## src/rtl/vedic_pkg.sv

```systemverilog
// Shared widths, controller state encoding and partial-product shift table
// for the sequenced 8x8 Vedic multiplier.
package vedic_pkg;

    localparam int OP_W   = 8;
    localparam int HALF_W = 4;
    localparam int PROD_W = 16;

    typedef enum logic [2:0] {
        IDLE,
        PP0,
        PP1,
        PP2,
        PP3,
        DONE
    } vseq_state_t;

    // Step index is {b-nibble select, a-nibble select}, so the shift is 4 per high nibble.
    function automatic logic [3:0] stepShift(input logic [1:0] step);
        logic [3:0] shiftAmt;
        case (step)
            2'd0:    shiftAmt = 4'd0;
            2'd1:    shiftAmt = 4'd4;
            2'd2:    shiftAmt = 4'd4;
            default: shiftAmt = 4'd8;
        endcase
        return shiftAmt;
    endfunction

endpackage

```

## src/rtl/i4bit_mul.sv

```systemverilog
// 4x4 unsigned Vedic (Urdhva Tiryagbhyam) multiplier built from four 2x2
// vertical-and-crosswise units; purely combinational.
module i4bit_mul (
    input  logic [3:0] a,
    input  logic [3:0] b,
    output logic [7:0] p
);

    function automatic logic [3:0] mul2(input logic [1:0] x, input logic [1:0] y);
        logic       carry;
        logic [3:0] r;
        r[0]  = x[0] & y[0];
        r[1]  = (x[1] & y[0]) ^ (x[0] & y[1]);
        carry = (x[1] & y[0]) & (x[0] & y[1]);
        r[2]  = (x[1] & y[1]) ^ carry;
        r[3]  = (x[1] & y[1]) & carry;
        return r;
    endfunction

    logic [3:0] w_qLL;
    logic [3:0] w_qHL;
    logic [3:0] w_qLH;
    logic [3:0] w_qHH;

    assign w_qLL = mul2(a[1:0], b[1:0]);
    assign w_qHL = mul2(a[3:2], b[1:0]);
    assign w_qLH = mul2(a[1:0], b[3:2]);
    assign w_qHH = mul2(a[3:2], b[3:2]);

    // Crosswise terms share weight 4, the high vertical term weight 16.
    assign p = {4'b0000, w_qLL}
             + {2'b00, w_qHL, 2'b00}
             + {2'b00, w_qLH, 2'b00}
             + {w_qHH, 4'b0000};

endmodule

```

## src/rtl/vedic8_seq_ctrl.sv

```systemverilog
// Sequenced 8x8 unsigned multiplier: one 4x4 Vedic core reused over four
// partial-product steps, with valid/ready handshakes on operands and product.
module vedic8_seq_ctrl
    import vedic_pkg::*;
(
    input  logic              clk,
    input  logic              rst,
    input  logic              in_valid,
    output logic              in_ready,
    input  logic [OP_W-1:0]   a,
    input  logic [OP_W-1:0]   b,
    output logic              out_valid,
    input  logic              out_ready,
    output logic [PROD_W-1:0] p,
    output logic              busy
);

    vseq_state_t         r_state;
    logic [OP_W-1:0]     r_aQ;
    logic [OP_W-1:0]     r_bQ;
    logic [PROD_W-1:0]   r_acc;
    logic                r_outValid;
    logic                r_busy;

    logic [1:0]          w_step;
    logic [HALF_W-1:0]   w_coreA;
    logic [HALF_W-1:0]   w_coreB;
    logic [2*HALF_W-1:0] w_coreP;
    logic [PROD_W-1:0]   w_shifted;
    logic [PROD_W-1:0]   w_accSum;

    always_comb begin
        w_step = 2'd0;
        case (r_state)
            PP1:     w_step = 2'd1;
            PP2:     w_step = 2'd2;
            PP3:     w_step = 2'd3;
            default: w_step = 2'd0;
        endcase
    end

    assign w_coreA = w_step[0] ? r_aQ[OP_W-1:HALF_W] : r_aQ[HALF_W-1:0];
    assign w_coreB = w_step[1] ? r_bQ[OP_W-1:HALF_W] : r_bQ[HALF_W-1:0];

    i4bit_mul u_core (
        .a (w_coreA),
        .b (w_coreB),
        .p (w_coreP)
    );

    assign w_shifted = {{(PROD_W-2*HALF_W){1'b0}}, w_coreP} << stepShift(w_step);
    assign w_accSum  = r_acc + w_shifted;

    // A DONE state with out_ready high may take a new pair on the same edge.
    assign in_ready  = !rst && ((r_state == IDLE) || ((r_state == DONE) && out_ready));
    assign out_valid = r_outValid;
    assign busy      = r_busy;
    assign p         = r_acc;

    always_ff @(posedge clk) begin
        if (rst) begin
            r_state    <= IDLE;
            r_aQ       <= '0;
            r_bQ       <= '0;
            r_acc      <= '0;
            r_outValid <= 1'b0;
            r_busy     <= 1'b0;
        end else begin
            case (r_state)
                IDLE: begin
                    if (in_valid) begin
                        r_aQ    <= a;
                        r_bQ    <= b;
                        r_acc   <= '0;
                        r_state <= PP0;
                        r_busy  <= 1'b1;
                    end
                end
                PP0: begin
                    r_acc   <= w_accSum;
                    r_state <= PP1;
                end
                PP1: begin
                    r_acc   <= w_accSum;
                    r_state <= PP2;
                end
                PP2: begin
                    r_acc   <= w_accSum;
                    r_state <= PP3;
                end
                PP3: begin
                    r_acc      <= w_accSum;
                    r_state    <= DONE;
                    r_outValid <= 1'b1;
                end
                DONE: begin
                    if (out_ready) begin
                        r_outValid <= 1'b0;
                        if (in_valid) begin
                            r_aQ    <= a;
                            r_bQ    <= b;
                            r_acc   <= '0;
                            r_state <= PP0;
                        end else begin
                            r_state <= IDLE;
                            r_busy  <= 1'b0;
                        end
                    end
                end
                default: begin
                    r_state    <= IDLE;
                    r_outValid <= 1'b0;
                    r_busy     <= 1'b0;
                end
            endcase
        end
    end

endmodule

```

## config.mk

```make
export PLATFORM = sky130hd
export DESIGN_NAME = vedic8_seq_ctrl
export DESIGN_NICKNAME = d
export VERILOG_FILES = /design/src/rtl/vedic_pkg.sv /design/src/rtl/i4bit_mul.sv /design/src/rtl/vedic8_seq_ctrl.sv
export SDC_FILE = /design/constraint.sdc
export NUM_CORES = 1
export LEC_CHECK = 0
export ABC_AREA = 1
export CAP_MARGIN = 15
export CORE_AREA = 2 2 90 92
export DETAILED_ROUTE_END_ITERATION = 7
export DIE_AREA = 0 0 92 94
export GPL_TIMING_DRIVEN = 0
export PLACE_DENSITY = 0.72
export SLEW_MARGIN = 20
export SYNTH_ARGS = -nofsm -noshare
export SYNTH_HDL_FRONTEND = slang
export SYNTH_SLANG_ARGS = --single-unit
```

## constraint.sdc

```tcl
create_clock -name clk -period 4.7 [get_ports clk]
set_input_delay 0.94 -clock clk [delete_from_list [all_inputs] [get_ports clk]]
set_output_delay 0.94 -clock clk [all_outputs]
set_load 0.005 [all_outputs]
```

==> results.py <==
metrics = {
    "final_layout": {
        "layout.nets": 578,
        "multiInputGateArea_um2": 2420,
        "final_common_cell": "nand2_1",
        "fin_area_um2": 4240,
        "final_cell_mix": "nand2_1 (82), nor2_1 (66), inv_1 (45)",
        "syn_to_final_growth_pct": 40.3,
        "diodes": 0,
        "drive_above_1_share": 0.239,
        "fillers": 733,
        "seq_area_um2": 749,
        "fin_util": 0.557,
    },
    "grt": {
        "grt_pass1_wl_um": 14200,
        "grt_max_degree": 13,
        "overflow": 0,
        "grt_pass1_vias": 3171,
        "grtUsageTotal": 0.202,
        "grt_antenna_before_repair": 0,
    },
    "critical_path": {
        "end_kind": "register",
        "critical_path_class": "reg -> reg",
        "worstPathRequired_ns": 4.91,
        "cp_data_arrival_time_ns": 5.31,
        "crit_fanout": 5,
        "r2r_start": "r_state[1]$_SDFFE_PP0P_",
        "worst-r2r-setup-slack_ns": -0.39,
        "r2r-end": "p[10]$_SDFFE_PP0P_",
        "rr_worst_depth": 27,
        "cp-start-kind": "register",
    },
    "worst_hold_path": {
        "worstHoldStart": "r_bQ[6]$_SDFFE_PP0P_",
        "worstHoldPathType": "reg -> reg",
        "hold_depth": 2,
        "hold_end": "r_bQ[6]$_SDFFE_PP0P_",
    },
    "synth": {
        "async_reset_ff_frac": 0,
        "synth_ff_type": "dfxtp_1",
        "seq_area_frac_synth": 0.245,
        "synth_warnings": 0,
        "ys_seq_elements": 37,
        "syn_avg_cell_area_um2": 6.71,
        "syn_inst": 450,
        "syn-cell-area_um2": 3020,
        "synth_nets": 507,
        "synth_cell_types": 35,
        "synth-edff-count": 0,
    },
    "placed_design": {
        "dpl.hpwl_um": 6070,
        "io_buffers": 38,
        "place_area_um2": 3660,
        "gp_congestion": 0.950,
    },
    "run_status": {
        "status": "finished, violations left",
        "violations": "negative setup slack",
    },
    "timing": {
        "tightest_slew_ns": 0.660,
        "fin_crit_sh": 1.08,
        "slew_viol_final": 0,
        "rsz0062_at_grt": "yes",
        "max_freq_ghz": 0.196,
        "min_period_ns": 5.09,
        "relSlewSlack": 0.560,
        "fin_ws_ns": -0.395,
        "finalHoldViolCount": 0,
        "finalSetupViolations": 11,
        "finClkSkew_ns": 0.00578,
    },
    "run": {
        "max-cap-violations": 0,
    },
    "power": {
        "p_per_area_nw_per_um2": 293,
        "p_leak_nw": 1.81,
        "vdd_ir_drop_max_uv": 198,
    },
    "clock_tree": {
        "cts_tree": "yes",
        "clock-root-buffer": "clkbuf_8",
        "clk_path_buf_depth": 2,
        "numCtsBuffers": 5,
        "clk_pin_slew_ns": 0.08,
        "clock_sinks": 37,
        "clkLatencyLatePin_ns": 0.29,
        "ctsHtreeMaxLevel": 2,
    },
    "floorplanning": {
        "initial_core_util": 0.397,
        "rows": 32,
        "dieArea_um2": 8650,
        "die_x_um": 92,
        "die_h_um": 94,
        "ios": 39,
        "coreArea_um2": 7610,
    },
    "detailed_routing": {
        "drt_pre_antenna_iters": 4,
        "drc": 0,
        "post_drt_wl_per_cell_um": 13.4,
        "drtIter0Drc": 264,
        "via_per_inst": 5.08,
        "totalWireLength_um": 8350,
        "vias": 3170,
        "ant_nets": 0,
    },
}
## state kept, by name, summed over array words and instances, names as in the netlist
register / count
r_aQ: 8
out_valid: 1
busy: 1
p: 16
r_state: 3
r_bQ: 8
## cell type report
type | instances | area share
plain buffers | 9 | 0.0109
clock buffers | 6 | 0.0171
clock inverters | 2 | 0.00916
inverters | 52 | 0.0467
multi-input cells | 352 | 0.571
flip-flops and latches | 37 | 0.177
well taps | 102 | 0.0301
repair buffers | 64 | 0.138
## critical path, cell delays in order (launching register included)
cell,delay (ns)
dfxtp_4,0.37
nor2_4,0.17
nand2_2,0.10
nand2_4,0.14
mux2i_4,0.26
nor2_1,0.07
ha_2,0.20
ha_4,0.27
ha_4,0.13
inv_2,0.04
fa_2,0.38
xor2_2,0.17
fa_1,0.50
inv_2,0.06
fa_2,0.38
xor2_2,0.18
buf_4,0.13
nand2_1,0.05
a21oi_2,0.14
ha_1,0.29
inv_1,0.10
o21bai_1,0.10
nor2_1,0.15
buf_4,0.14
nand3_1,0.10
a21boi_1,0.15
o21ai_0,0.11
a21oi_1,0.14
## layer usage
layer	wire length [um]	share of wire	vias up	global-route usage
met3	495	0.059	16	0.0241
met5	0	0	-	0
met2	4180	0.50	82	0.379
met4	126	0.015	0	0.0535
met1	3540	0.42	1465	0.245
li1	-	-	1607	-
## cell usage after synthesis (2+ instances only)
cell,count,share of area
nand2_1,92,0.11
nor2_1,73,0.091
inv_1,51,0.063
a21oi_1,38,0.063
dfxtp_1,37,0.25
ha_1,31,0.13
nand3_1,30,0.050
o21ai_0,30,0.050
mux2i_1,7,0.023
a21boi_0,6,0.015
fa_1,6,0.040
or2_2,6,0.012
clkbuf_1,5,0.0062
a21oi_2,4,0.012
nand2_2,4,0.0083
nand3b_1,4,0.0099
nor3_1,3,0.0050
o21bai_1,3,0.0075
xor2_1,3,0.0087
nand4_1,2,0.0041
## power breakdown
group	leakage [nW]	switching (mW)	internal (mW)
clock	0.0554	0.121	0.159
sequential	0.304	0.0337	0.353
combinational	1.45	0.313	0.264
total	1.81	0.467	0.776
## repair_timing
action	in CTS	in global routing
buffers inserted	21	5
endpoints found under the setup margin	12	12
hold buffers	0	0
pin swaps	17	24
cloned	0	0
gates resized for setup	37	37
## through the flow
stage | setup WS, ns | total power, mW | TNS, ns | std cells | hold WS, ns
after floorplan | -0.0355 | 0.698 | -0.0355 | 450 | 0.424
after global placement | -0.533 | 0.825 | -4.73 | 590 | 0.441
after detailed placement | -0.587 | 0.835 | -5.35 | 590 | 0.442
after CTS | -0.283 | 1.20 | -2.16 | 619 | 0.452
after global routing | -0.621 | 1.33 | -5.72 | 624 | 0.475
final | -0.395 | 1.24 | -2.99 | 624 | 0.453
## kinds of logic (layout without fill, tap and decap cells)
family,count (synthesis),count (layout),share of synthesized area
AO/OA/AOI/OAI,85,85,0.164
buffers and inverters,61,133,0.0800
AND/OR/NAND/NOR,219,219,0.308
XOR/XNOR,4,4,0.0116
adder cells (fa/ha/maj),37,37,0.168
flip-flops,37,37,0.245
multiplexers,7,7,0.0232
## how the worst max path moves through the flow
| stage | start | end | cells past startpoint |
|---|---|---|---|
| 2_1_floorplan | r_state[1]$_SDFFE_PP0P_ | p[13]$_SDFFE_PP0P_ | 29 |
| 3_3_place_gp | r_state[2]$_SDFFE_PP0P_ | p[11]$_SDFFE_PP0P_ | 25 |
| 3_5_place_dp | r_state[2]$_SDFFE_PP0P_ | p[11]$_SDFFE_PP0P_ | 24 |
| 4_1_cts | r_state[1]$_SDFFE_PP0P_ | p[13]$_SDFFE_PP0P_ | 28 |
| 5_1_grt | r_state[1]$_SDFFE_PP0P_ | p[14]$_SDFFE_PP0P_ | 29 |
| 6_report | r_state[1]$_SDFFE_PP0P_ | p[10]$_SDFFE_PP0P_ | 27 |
No activity file was read; power rests on OpenSTA's default activity.
